`config.mk`:
```
export PLATFORM = sky130hd
export DESIGN_NAME = alu_lookahead_seq_flat
export DESIGN_NICKNAME = d
export VERILOG_FILES = /design/src/rtl/alu_lookahead_seq_if.sv /design/src/rtl/alu_lookahead_seq.sv /design/src/flat_wrapper.sv
export SDC_FILE = /design/constraint.sdc
export NUM_CORES = 1
export LEC_CHECK = 0
export BUFFER_PORTS_ARGS = -buffer_cell sky130_fd_sc_hd__buf_2
export CAP_MARGIN = 20
export CORE_MARGIN = 2
export CORE_UTILIZATION = 52
export CTS_BUF_LIST = sky130_fd_sc_hd__clkbuf_8
export CTS_CLUSTER_SIZE = 10
export DETAILED_ROUTE_END_ITERATION = 10
export GPL_TIMING_DRIVEN = 1
export PLACE_DENSITY = 0.81
export SKIP_CTS_REPAIR_TIMING = 1
export SLEW_MARGIN = 25
export SYNTH_ARGS = -nofsm -noshare
export SYNTH_HDL_FRONTEND = slang
export SYNTH_SLANG_ARGS = --single-unit
```
`constraint.sdc`:
```
create_clock -name clk -period 2.15 [get_ports clk]
set_input_delay 0.3225 -clock clk [delete_from_list [all_inputs] [get_ports clk]]
set_output_delay 0.3225 -clock clk [all_outputs]
set_load 0.01 [all_outputs]
```
`src/rtl/alu_lookahead_seq_if.sv`:
```
// Slice-in / word-out handshake bundle for alu_lookahead_seq.
// Optional gp/gg group outputs exist only when ALU_SEQ_GROUP_PG_EN is defined.
interface alu_lookahead_seq_if;
    logic        in_valid;
    logic        in_ready;
    logic [3:0]  p;
    logic [3:0]  g;
    logic        cin;
    logic        mode;
    logic        last;
    logic        out_valid;
    logic        out_ready;
    logic [15:0] f;
    logic        cout;
    logic        zero;
`ifdef ALU_SEQ_GROUP_PG_EN
    logic        gp;
    logic        gg;
`endif

    modport master (
        output in_valid, p, g, cin, mode, last, out_ready,
`ifdef ALU_SEQ_GROUP_PG_EN
        input  gp, gg,
`endif
        input  in_ready, out_valid, f, cout, zero
    );

    modport slave (
        input  in_valid, p, g, cin, mode, last, out_ready,
`ifdef ALU_SEQ_GROUP_PG_EN
        output gp, gg,
`endif
        output in_ready, out_valid, f, cout, zero
    );
endinterface

```
`src/rtl/alu_lookahead_seq.sv`:
```
// Nibble-serial carry-lookahead assembler: folds up to four P/G slices into a 16-bit word.
// Define ALU_SEQ_GROUP_PG_EN to add word-level group propagate/generate outputs (gp, gg).
module alu_lookahead_seq (
    input  logic                 clk,
    input  logic                 rst,
    alu_lookahead_seq_if.slave   bus
);
    typedef enum logic {ACCUM, FULL} state_t;

    state_t      state;
    logic [1:0]  cnt;
    logic        carry;
    logic        mode_r;
    logic [15:0] f_r;
    logic        cout_r;

    logic        first;
    logic        md;
    logic        cc;
    logic        c4;
    logic [3:0]  nib;
    logic [15:0] f_nxt;
    logic        accept;
    logic        term;

`ifdef ALU_SEQ_GROUP_PG_EN
    logic        gp_r;
    logic        gg_r;
    logic        sp;
    logic        sg;
    logic        gp_nxt;
    logic        gg_nxt;
`endif

    always_comb begin
        first  = (cnt == 2'd0);
        md     = first ? bus.mode : mode_r;
        cc     = md ? 1'b0 : (first ? bus.cin : carry);
        nib    = '0;
        for (int i = 0; i < 4; i++) begin
            nib[i] = (bus.p[i] & ~bus.g[i]) ^ cc;
            cc     = md ? 1'b0 : (bus.g[i] | (bus.p[i] & cc));
        end
        c4     = cc;
        // first slice of a word starts from a cleared word, so early-last leaves upper nibbles 0
        f_nxt  = first ? 16'h0000 : f_r;
        f_nxt[{cnt, 2'b00} +: 4] = nib;
        accept = bus.in_valid && (state == ACCUM);
        term   = bus.last || (cnt == 2'd3);
    end

`ifdef ALU_SEQ_GROUP_PG_EN
    always_comb begin
        sp = &bus.p;
        sg = 1'b0;
        for (int i = 0; i < 4; i++) begin
            sg = bus.g[i] | (bus.p[i] & sg);
        end
        gp_nxt = first ? sp : (gp_r & sp);
        gg_nxt = first ? sg : (sg | (sp & gg_r));
    end
`endif

    always_ff @(posedge clk) begin
        if (rst) begin
            state  <= ACCUM;
            cnt    <= 2'd0;
            carry  <= 1'b0;
            mode_r <= 1'b0;
            f_r    <= 16'h0000;
            cout_r <= 1'b0;
`ifdef ALU_SEQ_GROUP_PG_EN
            gp_r   <= 1'b0;
            gg_r   <= 1'b0;
`endif
        end else begin
            case (state)
                ACCUM: begin
                    if (accept) begin
                        f_r    <= f_nxt;
                        carry  <= c4;
                        cout_r <= c4;
`ifdef ALU_SEQ_GROUP_PG_EN
                        gp_r   <= gp_nxt;
                        gg_r   <= gg_nxt;
`endif
                        if (first) begin
                            mode_r <= bus.mode;
                        end
                        if (term) begin
                            state <= FULL;
                            cnt   <= 2'd0;
                        end else begin
                            cnt   <= cnt + 2'd1;
                        end
                    end
                end
                FULL: begin
                    if (bus.out_ready) begin
                        state <= ACCUM;
                    end
                end
                default: state <= ACCUM;
            endcase
        end
    end

    assign bus.in_ready  = (state == ACCUM);
    assign bus.out_valid = (state == FULL);
    assign bus.f         = f_r;
    assign bus.cout      = cout_r;
    assign bus.zero      = (f_r == 16'h0000);
`ifdef ALU_SEQ_GROUP_PG_EN
    assign bus.gp        = gp_r;
    assign bus.gg        = gg_r;
`endif
endmodule

```
`src/flat_wrapper.sv`:
```
// flat-port wrapper written by rule: the top's interface ports become plain ports
module alu_lookahead_seq_flat 
  (clk, rst, bus_in_valid, bus_p, bus_g, bus_cin, bus_mode, bus_last, bus_out_ready, bus_in_ready, bus_out_valid, bus_f, bus_cout, bus_zero);
  alu_lookahead_seq_if bus_i ();
  input  logic clk;
  input  logic rst;
  input wire logic [$bits(bus_i.in_valid)-1:0] bus_in_valid;
  input wire logic [$bits(bus_i.p)-1:0] bus_p;
  input wire logic [$bits(bus_i.g)-1:0] bus_g;
  input wire logic [$bits(bus_i.cin)-1:0] bus_cin;
  input wire logic [$bits(bus_i.mode)-1:0] bus_mode;
  input wire logic [$bits(bus_i.last)-1:0] bus_last;
  input wire logic [$bits(bus_i.out_ready)-1:0] bus_out_ready;
  output wire logic [$bits(bus_i.in_ready)-1:0] bus_in_ready;
  output wire logic [$bits(bus_i.out_valid)-1:0] bus_out_valid;
  output wire logic [$bits(bus_i.f)-1:0] bus_f;
  output wire logic [$bits(bus_i.cout)-1:0] bus_cout;
  output wire logic [$bits(bus_i.zero)-1:0] bus_zero;
  assign bus_i.in_valid = bus_in_valid;
  assign bus_i.p = bus_p;
  assign bus_i.g = bus_g;
  assign bus_i.cin = bus_cin;
  assign bus_i.mode = bus_mode;
  assign bus_i.last = bus_last;
  assign bus_i.out_ready = bus_out_ready;
  assign bus_in_ready = bus_i.in_ready;
  assign bus_out_valid = bus_i.out_valid;
  assign bus_f = bus_i.f;
  assign bus_cout = bus_i.cout;
  assign bus_zero = bus_i.zero;
  alu_lookahead_seq u_core (.clk(clk), .rst(rst), .bus(bus_i));
endmodule
```
# Word level (Yosys, flattened, before mapping)
# Cells that the tools add are included.
totals:
  reg_bits: 21
  input_bits: 15
  output_inout_bits: 20
  elab_cells: 50
op_classes:
  add_sub_neg: 2
  n_eq_ne: 1
  shifts: 2
  n_mux: 14
  n_bitwise: 21
  n_reduce_logical: 5
ops:
  columns: ["operator", "n"]
  rows:
  - ["$bwmux 16", 1]
  - ["$logic_not 16->1", 1]
  - ["$mux 16", 1]
  - ["$shift 4x6->16 const A", 1]
  - ["$shiftx 4x6->16", 1]
  - ["$mux 1", 10]
  - ["$and 1x1->1", 8]
  - ["$neg 4->6", 1]
  - ["$not 1->1", 5]
  - ["$or 1x1->1", 4]
  - ["$xor 1x1->1", 4]
  - ["$add 2x1->2 const B", 1]
  - ["$eq 2x2->1 const B", 1]
  - ["$logic_not 2->1", 1]
  - ["$mux 2", 1]
  - ["$pmux 1 s2", 1]
  - ["$reduce_and 2->1", 1]
  - ["$logic_and 1x1->1", 1]
  - ["$logic_or 1x1->1", 1]

# Logic depth before layout (Yosys ltp)
# Gate-level depths: netlist of the first run.
depth:
  word_depth: 15
  depth_mapped: 8
  ltp_nobuf: 7

# Least setup slack after synthesis of the first run
# OpenSTA, ideal clock, no wires.
synth_timing:
  path_kind: "register to register"
  from: "register u_core.cnt[0]"
  to: "register u_core.f_r[3], in the netlist u_core.bus.f[3]"
  setup_time_ns: 0.117
  t_arrival_ns: 1.758
  required_time_ns: 2.033
  path_slack_ns: 0.276
  stages_incl_launch_ff: 9
  path_buffers: 1
  period_less_slack_ns: 1.874
  cell_sequence: "dfxtp_1 -> inv_1 -> ha_1 -> buf_6 -> mux2_4 -> nor2_2 -> o21a_1 -> o211ai_2 -> a22o_1"
synth_between:
  elab_chain_len: 15
  elab_cells_between_ends: 22
  classes_between: "add/sub: 1; shift: 2; mux: 8; bitwise: 10; reduce/logical: 1"
synth_rtl:
  columns: ["element", "line", "text"]
  rows:
  - ["start: declaration", "alu_lookahead_seq.sv:11", "logic [1:0] cnt;"]
  - ["start signal: assignment", "alu_lookahead_seq.sv:94", "cnt <= cnt + 2'd1;"]
  - ["$logic_not 2->1", "alu_lookahead_seq.sv:36", "first = (cnt == 2'd0);"]
  - ["$mux 1 (on tied branches)", null, null]
  - ["$mux 1", "alu_lookahead_seq.sv:38", "cc = md ? 1'b0 : (first ? bus.cin : carry);"]
  - ["$and 1x1->1", "alu_lookahead_seq.sv:42", "cc = md ? 1'b0 : (bus.g[i] | (bus.p[i] & cc));"]
  - ["$or 1x1->1", "alu_lookahead_seq.sv:42", null]
  - ["$mux 1", "alu_lookahead_seq.sv:42", null]
  - ["$and 1x1->1", "alu_lookahead_seq.sv:42", null]
  - ["$or 1x1->1", "alu_lookahead_seq.sv:42", null]
  - ["$mux 1", "alu_lookahead_seq.sv:42", null]
  - ["$and 1x1->1", "alu_lookahead_seq.sv:42", null]
  - ["$or 1x1->1", "alu_lookahead_seq.sv:42", null]
  - ["$mux 1", "alu_lookahead_seq.sv:42", null]
  - ["$xor 1x1->1", "alu_lookahead_seq.sv:41", "nib[i] = (bus.p[i] & ~bus.g[i]) ^ cc;"]
  - ["$shiftx 4x6->16", "alu_lookahead_seq.sv:47", "f_nxt[{cnt, 2'b00} +: 4] = nib;"]
  - ["$bwmux 16 *", "alu_lookahead_seq.sv:47", null]
  - ["end signal: assignment", "alu_lookahead_seq.sv:80", "f_r <= f_nxt;"]
  - ["end: declaration", "alu_lookahead_seq.sv:14", "logic [15:0] f_r;"]
# Mark *: on every way between the ends. The rest lies on a longest branch, timed or not.
# A chain may end at the register's enable or synchronous reset.

# Worst setup path in the final report of the first run
layout_timing:
  from: "register u_core.cnt[1]"
  to: "register u_core.f_r[3], in the netlist u_core.bus.f[3]"
# Same word-level chain as after synthesis.

==> results of run 1 <==
==> worst max-delay path, cell delays in order, from the launching register on <==
cell and delay (ps):
sky130_fd_sc_hd__dfxtp_1 340, sky130_fd_sc_hd__inv_1 110, sky130_fd_sc_hd__ha_2 340, sky130_fd_sc_hd__mux2_4 340
sky130_fd_sc_hd__nor2_2 140, sky130_fd_sc_hd__o21a_1 190, sky130_fd_sc_hd__o211ai_2 140, sky130_fd_sc_hd__a22o_1 250
==> final cells by class <==
cell class                      instances  area (um^2)
Inverter                                5         18.8
Clock inverter                          1         7.51
Timing Repair Buffer                   37          193
Tap cell                               27         33.8
Clock buffer                            3         41.3
Multi-Input combinational cell         96          662
Fill cell                             169          626
Sequential cell                        21          420
==> synthesized netlist by cell type (3+ instances only) <==
cell                       instances  area (um^2)
sky130_fd_sc_hd__dfxtp_1          21          420
sky130_fd_sc_hd__ha_1              5         62.6
sky130_fd_sc_hd__a22o_1            6         52.6
sky130_fd_sc_hd__xnor2_1           3         26.3
sky130_fd_sc_hd__nand2b_1          8         50.1
sky130_fd_sc_hd__o21ai_0           9         45.0
sky130_fd_sc_hd__nor4_1            5         31.3
sky130_fd_sc_hd__nor2b_1           3         18.8
sky130_fd_sc_hd__nor2_1           11         41.3
sky130_fd_sc_hd__a21oi_1           6         30.0
sky130_fd_sc_hd__nand2_1          11         41.3
sky130_fd_sc_hd__a22oi_1           4         30.0
sky130_fd_sc_hd__inv_1             5         18.8
==> power by group through the flow <==
stage | logic (mW) | clock network (mW) | registers, mW
finish | 0.165 | 0.265 | 0.411
global route | 0.181 | 0.290 | 0.413
CTS | 0.164 | 0.266 | 0.411
detailed placement | 0.162 | 0 | 0.421
global placement | 0.159 | 0 | 0.420
floorplan | 0.107 | 0 | 0.423
==> through the flow <==
stage               setup slack, ps  power, mW  hold slack, ps
floorplan                       276      0.529             493
global placement                163      0.579             459
detailed placement             93.5      0.583             469
CTS                            77.8      0.841             311
global route                   64.0      0.884             323
finish                          202      0.841             311
==> logic make-up after synthesis <==
kind of cell / after synthesis / share of synthesized area
adder cells (fa/ha/maj): 5 / 0.0557
buffers and inverters: 9 / 0.0379
flip-flops: 21 / 0.375
multiplexers: 3 / 0.0346
XOR/XNOR: 3 / 0.0234
AO/OA/AOI/OAI: 34 / 0.210
AND/OR/NAND/NOR: 51 / 0.264
==> cells in the final DEF (no fill, tap or decap), types with 3 or more instances in the layout <==
| cell type | instances |
|---|---|
| sky130_fd_sc_hd__inv_1 | 5 |
| sky130_fd_sc_hd__ha_1 | 4 |
| sky130_fd_sc_hd__nor2_1 | 11 |
| sky130_fd_sc_hd__buf_4 | 3 |
| sky130_fd_sc_hd__nor2b_1 | 3 |
| sky130_fd_sc_hd__a22oi_1 | 4 |
| sky130_fd_sc_hd__xnor2_1 | 3 |
| sky130_fd_sc_hd__nand2b_1 | 8 |
| sky130_fd_sc_hd__nor4_1 | 5 |
| sky130_fd_sc_hd__clkbuf_8 | 3 |
| sky130_fd_sc_hd__dfxtp_1 | 21 |
| sky130_fd_sc_hd__a21oi_1 | 6 |
| sky130_fd_sc_hd__a22o_1 | 6 |
| sky130_fd_sc_hd__nand2_1 | 11 |
| sky130_fd_sc_hd__buf_2 | 34 |
| sky130_fd_sc_hd__o21ai_0 | 9 |
==> worst max path at each step <==
| stage | cells after the start | slack [ps] | end |
|---|---|---|---|
| floorplan | 8 | 280 | u_core.bus.f[3] |
| global placement | 7 | 160 | u_core.bus.f[3] |
| detailed placement | 7 | 90 | u_core.bus.f[3] |
| CTS | 7 | 80 | u_core.bus.f[3] |
| global route | 7 | 60 | u_core.bus.f[3] |
| finish | 7 | 200 | u_core.bus.f[3] |
==> sequential cells by signal (all words and copies together) (netlist names) <==
| name | flops |
|---|---|
| u_core.bus.f | 16 |
| u_core.bus.cout | 1 |
| u_core.bus.out_valid | 1 |
| u_core.mode_r | 1 |
| u_core.cnt | 2 |
==> routing by layer <==
layer	GRT usage	vias up	part of all wire
met5	0	-	0
met4	0.0631	0	0.0034
met2	0.362	32	0.49
li1	-	531	-
met1	0.287	484	0.45
met3	0.0268	2	0.051
==> impl_metrics.tcl, run 1 <==
set metrics [dict create \
    outcome "finished clean" \
    r2r_setup_slack_ps 200 \
    finalSetupTns_ps 0 \
    worst_path_required_time_ps 2310 \
    postSynth.asyncResetShare 0 \
    synthesis.instances 126 \
    setup_repair_after_global_routing_missed_its_margin "false" \
    final_period_minus_worst_setup_slack_ps 1950 \
    synth_warnings 0 \
    portBuffers 34 \
    final_layout_size_suffix_gt1_frac 0.313 \
    report.final.hold_viol_count 0 \
    layoutNonFillerInstCount 190 \
    final_util 0.688 \
    post-place-cells 186 \
    top_level_pins 35 \
    cts_max_level 1 \
    crit_path_max_fanout 10 \
    grt_pass1_wl_um 4210 \
    yosys_register_bits 21 \
    drt_iter0_drc 21 \
    r2r.worst_path.cells 7 \
    synthesis.area_per_instance_um2 8.91 \
    avgViaCountPerCell 5.52 \
    critical_path_source_type "flop" \
    total_switching_power_uw 237 \
    num_vias 1049 \
    pwr-share-comb 0.196 \
    synth-seq-area-share 0.375 \
    grt_antenna_before_repair 0 \
    floorplan.rows 16 \
    grt_usage 0.215 \
    timing.final.crit_share 0.906 \
    pwr-share-clk 0.315 \
    dieArea_um2 2550 \
    clock_tree_from_tritoncts "done" \
    cp-startpoint "u_core.cnt[1]" \
    drt-wirelength-per-cell_um 13.8 \
    globalplace.congestion 0.903 \
    hold-path-cell-count 3 \
    antenna_cells_inserted 0 \
    ctsLongestPathBuffers 2 \
    grt_max_degree 21 \
    reg2reg_from "u_core.cnt[1]" \
    clock_skew_ps 3.42 \
    power.ir.vdd_worst_v 0.000501 \
    synthFlopType "sky130_fd_sc_hd__dfxtp_1" \
    power.share.sequential 0.489 \
    timing.rr.end "u_core.bus.f[3]" \
    worst_setup_hold_path_clk_slew_ps 80 \
    ant_nets 0 \
    place_area_um2 1330 \
    number_of_optimization_iterations_in_the_first_detailed_route_pass 4 \
    worst_hold_path.endpoint "u_core.bus.out_valid" \
    slew_violations 0 \
    fin_nets 184 \
    worstPathArrival_ps 2110 \
    drcViolationCount 0 \
    coreArea_um2 2000 \
    area_growth_syn_to_layout_pct 22.6 \
    clk_root_buffer_cell "sky130_fd_sc_hd__clkbuf_8" \
    cellInternalPower_uw 604 \
    achievable-frequency_mhz 513 \
    power_density_nw_per_um2 611 \
    drv.max_cap_violation_count 0 \
    power.switching_fraction 0.282 \
    dieHeight_um 50.5 \
    grt-ovfl-total 0 \
    synth.net_count 146 \
    static-leakage-power_nw 0.602 \
    critPathCaptureType "flop" \
    cts.sinks 21 \
    die_w_um 50.5 \
    hp-class "input pin to flop" \
    clkLatencyLatePin_ps 260 \
    yosys.cell_types.count 37 \
    cts_inserted_buffers 3 \
    slew_headroom 0.618 \
    worst_pin_slew_ps 568 \
    setup_violations 0 \
    first_global_vias 941 \
    post_synth_instance_area_um2 1120 \
    synth_enable_flop_cells 0 \
    start_util 0.561 \
    final_area_um2 1380 \
    hold_path.startpoint "bus_out_ready" \
    half_perimeter_wire_length_of_the_detailed_placement_result_um 2050 \
    path_class "flop to flop" \
    drt_wl_total_um 2620 \
]
Note: power is estimated with default switching activity, not from simulation.
==> run 2, diff against run 1 <==
- CTS_CLUSTER_SIZE: 10 -> 16
- GPL_TIMING_DRIVEN: 1 -> 0
- SETUP_SLACK_MARGIN: default -> 0.15
==> run 2 against run 1 <==
Effect of this change: first-iteration DRC count is 14% lower; sequential share of layout area down 1.1 points; largest power group unchanged; wire length rose by 2.4%; combinational power is 13% higher; cell count up 3.2%; final area is 5.1% higher; global-route usage is 0.47 points higher; clock power fell by 2%; count of clock-buffer cells in the layout unchanged; setup slack better by 23 ps; clock skew increased by 3.8 ps.
==> impl_metrics.tcl, run 2 (synthesis gave the netlist of run 1 again) <==
set metrics [dict create \
    worstPathArrival_ps 2080 \
    clkLatencyLatePin_ps 260 \
    worst_pin_slew_ps 528 \
    critPathCaptureType "flop" \
    grt_antenna_before_repair 0 \
    critical_path_source_type "flop" \
    regArea_um2 425 \
    grt-ovfl-total 0 \
    pwr-share-comb 0.218 \
    cts_inserted_buffers 3 \
    crit_slowest_cell "sky130_fd_sc_hd__dfxtp_4" \
    power_density_nw_per_um2 593 \
    ant_nets 0 \
    drcViolationCount 0 \
    cts_max_level 1 \
    first_global_vias 951 \
    clock_tree_from_tritoncts "done" \
    post-layout-total-power_uw 857 \
    drt_wl_total_um 2680 \
    top_level_pins 35 \
    hold-path-cell-count 3 \
    clock_skew_ps 7.18 \
    outcome "finished clean" \
    drv.max_cap_violation_count 0 \
    hold_ws_ps 320 \
    grt_max_degree 13 \
    power.share.sequential 0.479 \
    number_of_optimization_iterations_in_the_first_detailed_route_pass 4 \
    setup_violations 0 \
    grt_util_met2 0.338 \
    total_switching_power_uw 242 \
    ctsLongestPathBuffers 2 \
    antenna_cells_inserted 0 \
    layout.filler_cells 161 \
    globalplace.congestion 0.895 \
    portBuffers 34 \
    hp-class "input pin to flop" \
    setup_repair_after_global_routing_missed_its_margin "false" \
    crit_path_max_fanout 8 \
    worst_setup_hold_path_clk_slew_ps 80 \
    half_perimeter_wire_length_of_the_detailed_placement_result_um 1980 \
    power.switching_fraction 0.283 \
    multi_input_comb_area_um2 691 \
    grt_usage 0.219 \
    achievable-frequency_mhz 520 \
    busiest_layer "met2" \
    area_growth_syn_to_layout_pct 28.9 \
    cts.sinks 21 \
    drt_iter0_drc 18 \
    start_util 0.561 \
    commonest_non_fill_non_tap_cell_in_the_layout "sky130_fd_sc_hd__buf_2" \
    cellInternalPower_uw 615 \
    dieArea_um2 2550 \
    slowest_delay_ps 350 \
    die_w_um 50.5 \
    largest_register_ff_count 16 \
    slew_headroom 0.645 \
    avgViaCountPerCell 5.65 \
    drt-wirelength-per-cell_um 13.7 \
    final_period_minus_worst_setup_slack_ps 1920 \
    slew_violations 0 \
    power.ir.vdd_worst_v 0.000455 \
    finalSetupTns_ps 0 \
    final_layout_size_suffix_gt1_frac 0.361 \
    floorplan.rows 16 \
    clk_root_buffer_cell "sky130_fd_sc_hd__clkbuf_8" \
    path_class "flop to flop" \
    global_route.usage.met3 0.0298 \
    worst_path_required_time_ps 2310 \
    mostFrequentLayoutCells "sky130_fd_sc_hd__buf_2, sky130_fd_sc_hd__dfxtp_1, sky130_fd_sc_hd__nor2_1, sky130_fd_sc_hd__nand2_1, sky130_fd_sc_hd__o21ai_0" \
    dieHeight_um 50.5 \
    global_route.usage.met1 0.314 \
    fin_nets 190 \
    cp_cell_sequence "inv_2, ha_2, buf_6, mux2_4, nor2_4, o21a_1, o211ai_2, a22o_1" \
    static-leakage-power_nw 0.639 \
    coreArea_um2 2000 \
    pwr-share-clk 0.302 \
    r2r.worst_path.cells 8 \
    num_vias 1108 \
    grt_pass1_wl_um 4350 \
    report.final.hold_viol_count 0 \
    timing.final.crit_share 0.895 \
]
==> run 2: power groups by stage <==
stage          Sequential [mW]  Clock [mW]  Combinational [mW]
6_report                 0.411       0.259               0.187
3_5_place_dp             0.420           0               0.162
5_1_grt                  0.413       0.281               0.206
4_1_cts                  0.411       0.261               0.163
2_1_floorplan            0.423           0               0.107
3_3_place_gp             0.420           0               0.159
==> run 2: cell type report <==
cell class	count	share of cell area
Timing Repair Buffer	39	0.144
Tap cell	27	0.0234
Clock inverter	1	0.00346
Multi-Input combinational cell	96	0.478
Clock buffer	3	0.0285
Sequential cell	21	0.294
Buffer	4	0.0164
Inverter	5	0.0130
==> run 2: worst max-delay path: cells and delay by family, from the launching register on <==
kind	cells	cell delay, ps
compound gates	3	560
fa+ha+maj	1	190
buf+inv	2	250
flops	1	350
mux	1	330
simple gates	1	140
==> run 2: worst paths after layout <==
path / slack, ps / to / from
hold / removal: 320 / u_core.bus.out_valid / bus_out_ready
setup reg to reg: 230 / u_core.bus.f[3] / u_core.cnt[0]
hold reg to reg: 470 / u_core.bus.f[14] / u_core.bus.f[14]
setup / recovery: 230 / u_core.bus.f[3] / u_core.cnt[0]
==> run 2: metal layers <==
layer | part of all wire | vias to the layer above
met3 | 0.047 | 4
li1 | - | 549
met2 | 0.47 | 33
met4 | 0.0093 | 0
met1 | 0.48 | 522
met5 | 0 | -
==> run 2: metrics by stage <==
step	std cells	area, um^2	worst slack, ps	util
finish	196	1450	225	0.723
global route	196	1450	130	0.723
CTS	191	1370	-4.85	0.686
detailed placement	187	1330	21.1	0.663
global placement	187	1330	97.1	0.663
floorplan	126	1120	276	-
==> run 3, diff against run 2 <==
- ABC_AREA: default -> 1
==> run 3 against run 2 <==
Effect of this change: wire length shrank 5.2%; sequential share of layout area grew 1.5 points; total power decreased by 0.19%; critical endpoint is now u_core.bus.f[6]; sequential power is essentially flat; core utilization is 3.1 points lower; largest power group unchanged; critical path type unchanged; maximum frequency is 6.2% higher; synthesized cell count up 25%; final area down 5.2%; via count increased by 5.3%; clock power about the same.
==> impl_metrics.tcl, run 3 <==
set metrics [dict create \
    grt_pass1_wl_um 4250 \
    drt_iter0_drc 28 \
    cts_inserted_buffers 3 \
    synth-seq-area-share 0.381 \
    drv.max_cap_violation_count 0 \
    regArea_um2 424 \
    achievable-frequency_mhz 552 \
    clock_tree_from_tritoncts "done" \
    final_layout_size_suffix_gt1_frac 0.277 \
    yosys_register_bits 21 \
    critical_path_source_type "flop" \
    mostFrequentLayoutCells "sky130_fd_sc_hd__nand2_1, sky130_fd_sc_hd__buf_2, sky130_fd_sc_hd__a21oi_1, sky130_fd_sc_hd__dfxtp_1, sky130_fd_sc_hd__inv_1" \
    slew_violations 0 \
    outcome "finished clean" \
    synth_enable_flop_cells 0 \
    synth.net_count 178 \
    largest_register_ff_count 16 \
    pwr-share-clk 0.304 \
    setup_violations 0 \
    globalplace.congestion 0.855 \
    floorplan.rows 16 \
    power.ir.vdd_worst_v 0.000361 \
    synth_common_cells "sky130_fd_sc_hd__nand2_1, sky130_fd_sc_hd__dfxtp_1, sky130_fd_sc_hd__a21oi_1, sky130_fd_sc_hd__inv_1, sky130_fd_sc_hd__nand3_1" \
    final_util 0.692 \
    clk_root_buffer_cell "sky130_fd_sc_hd__clkbuf_8" \
    drcViolationCount 0 \
    static-leakage-power_nw 0.646 \
    start_util 0.557 \
    path_class "flop to flop" \
    report.final.hold_viol_count 0 \
    power_density_nw_per_um2 624 \
    portBuffers 33 \
    crit_path_max_fanout 9 \
    drt_wl_total_um 2540 \
    total_switching_power_uw 258 \
    worst_pin_slew_ps 482 \
    coreArea_um2 1980 \
    wl_met2_um 1280 \
    drt-wirelength-per-cell_um 11.5 \
    layout.filler_cells 175 \
    antenna_cells_inserted 0 \
    clkLatencyLatePin_ps 260 \
    fin_nets 216 \
    ant_nets 0 \
    commonest_non_fill_non_tap_cell_in_the_layout "sky130_fd_sc_hd__nand2_1" \
    critPathCaptureType "flop" \
    number_of_optimization_iterations_in_the_first_detailed_route_pass 4 \
    grt_usage 0.216 \
    synthesis.instances 158 \
    setup_repair_after_global_routing_missed_its_margin "false" \
    area_growth_syn_to_layout_pct 24.1 \
    grt-ovfl-total 0 \
    multi_input_comb_area_um2 626 \
    dieArea_um2 2510 \
    grt_antenna_before_repair 0 \
    synth_largest_area_cell "sky130_fd_sc_hd__dfxtp_1" \
    first_global_vias 1039 \
    synth_top_area_share 0.381 \
    top_layer_used "met4" \
    worst_setup_hold_path_clk_slew_ps 80 \
    post_synth_instance_area_um2 1100 \
    wl_met3_um 125 \
    post-synth-top-count-cell "sky130_fd_sc_hd__nand2_1" \
    cts_max_level 1 \
    slew_headroom 0.676 \
    synth.top_cells.by_area "sky130_fd_sc_hd__dfxtp_1, sky130_fd_sc_hd__nand2_1, sky130_fd_sc_hd__a21oi_1" \
    yosys.cell_types.count 22 \
    half_perimeter_wire_length_of_the_detailed_placement_result_um 2020 \
    top_level_pins 35 \
    synthFlopType "sky130_fd_sc_hd__dfxtp_1" \
    synth_warnings 0 \
    post-layout-total-power_uw 855 \
    pwr-share-comb 0.214 \
    postSynth.asyncResetShare 0 \
    power.share.sequential 0.481 \
    avgViaCountPerCell 5.26 \
    grt_max_degree 13 \
    clock_skew_ps 4.85 \
    die_w_um 50.1 \
    worst_slack_ps 338 \
    worst_path_required_time_ps 2340 \
    ctsLongestPathBuffers 2 \
    hp-class "input pin to flop" \
    power.switching_fraction 0.301 \
    worstPathArrival_ps 2000 \
    num_vias 1167 \
    cts.sinks 21 \
    timing.final.crit_share 0.843 \
    dieHeight_um 50.1 \
    preCtsSetupSlack_ps -63.9 \
    drt-met1-wl_um 1100 \
    finalSetupTns_ps 0 \
    cellInternalPower_uw 598 \
    synthesis.area_per_instance_um2 6.99 \
    final_period_minus_worst_setup_slack_ps 1810 \
]
-- run 3: changes by cell type in the layout (fill, tap and decap cells not counted), moves of 8 or more --
cell | previous run | this run
sky130_fd_sc_hd__nand2_1 | 11 | 46
sky130_fd_sc_hd__a21oi_1 | 6 | 20
sky130_fd_sc_hd__inv_1 | 3 | 15
sky130_fd_sc_hd__nand3_1 | 2 | 11
sky130_fd_sc_hd__nand2_2 | 0 | 8
sky130_fd_sc_hd__nand2b_1 | 8 | 0
-- run 3: power by group through the flow --
stage | sequential (mW) | clock (mW) | combinational (mW)
global route | 0.413 | 0.273 | 0.206
CTS | 0.411 | 0.264 | 0.177
detailed placement | 0.420 | 0 | 0.177
floorplan | 0.422 | 0 | 0.120
global placement | 0.420 | 0 | 0.172
finish | 0.412 | 0.260 | 0.183
-- run 3: kinds of logic after synthesis --
family,share of synthesized area
flip-flops,0.381
AND/OR/NAND/NOR,0.373
XOR/XNOR,0.00793
buffers and inverters,0.0645
adder cells (fa/ha/maj),0.0566
AO/OA/AOI/OAI,0.118
-- run 3: metrics by stage --
step | cell area [um^2] | cells | hold WS (ps)
floorplan | 1100 | 158 | 476
global placement | 1300 | 218 | 463
detailed placement | 1300 | 218 | 469
global route | 1370 | 222 | 334
CTS | 1350 | 222 | 308
finish | 1370 | 222 | 310
-- run 3: worst max-delay path, cell delays in order, from the launching register on --
cell and delay [ps]:
sky130_fd_sc_hd__dfxtp_1 380, sky130_fd_sc_hd__inv_1 120, sky130_fd_sc_hd__ha_4 210, sky130_fd_sc_hd__inv_4 110, sky130_fd_sc_hd__nand2_2 60, sky130_fd_sc_hd__and2_4 160
sky130_fd_sc_hd__nand2_1 90, sky130_fd_sc_hd__nand2_2 70, sky130_fd_sc_hd__nand3_1 110, sky130_fd_sc_hd__nand3_1 90, sky130_fd_sc_hd__nor2_1 140, sky130_fd_sc_hd__nand2_1 80
sky130_fd_sc_hd__a21oi_1 120
-- run 3: final timing paths --
path	startpoint	end	slack, ps	depth (start not counted)
min reg2reg	u_core.bus.f[2]	u_core.bus.f[2]	480	2
max	u_core.cnt[1]	u_core.bus.f[6]	340	12
max reg2reg	u_core.cnt[1]	u_core.bus.f[6]	340	12
min	bus_out_ready	u_core.bus.out_valid	310	3
-- run 3: metal layers --
metal  global-route usage  up-vias
met3               0.0273        5
met4               0.0694        0
met5                    0        -
li1                     -      593
met1                0.256      534
met2                0.395       35
-- run 3: area by class of cell --
class                           count  area share
Multi-Input combinational cell    118       0.456
Tap cell                           27      0.0246
Clock inverter                      1     0.00365
Clock buffer                        3      0.0301
Timing Repair Buffer               33       0.120
Sequential cell                    21       0.309
Inverter                           17      0.0502
Buffer                              2     0.00547
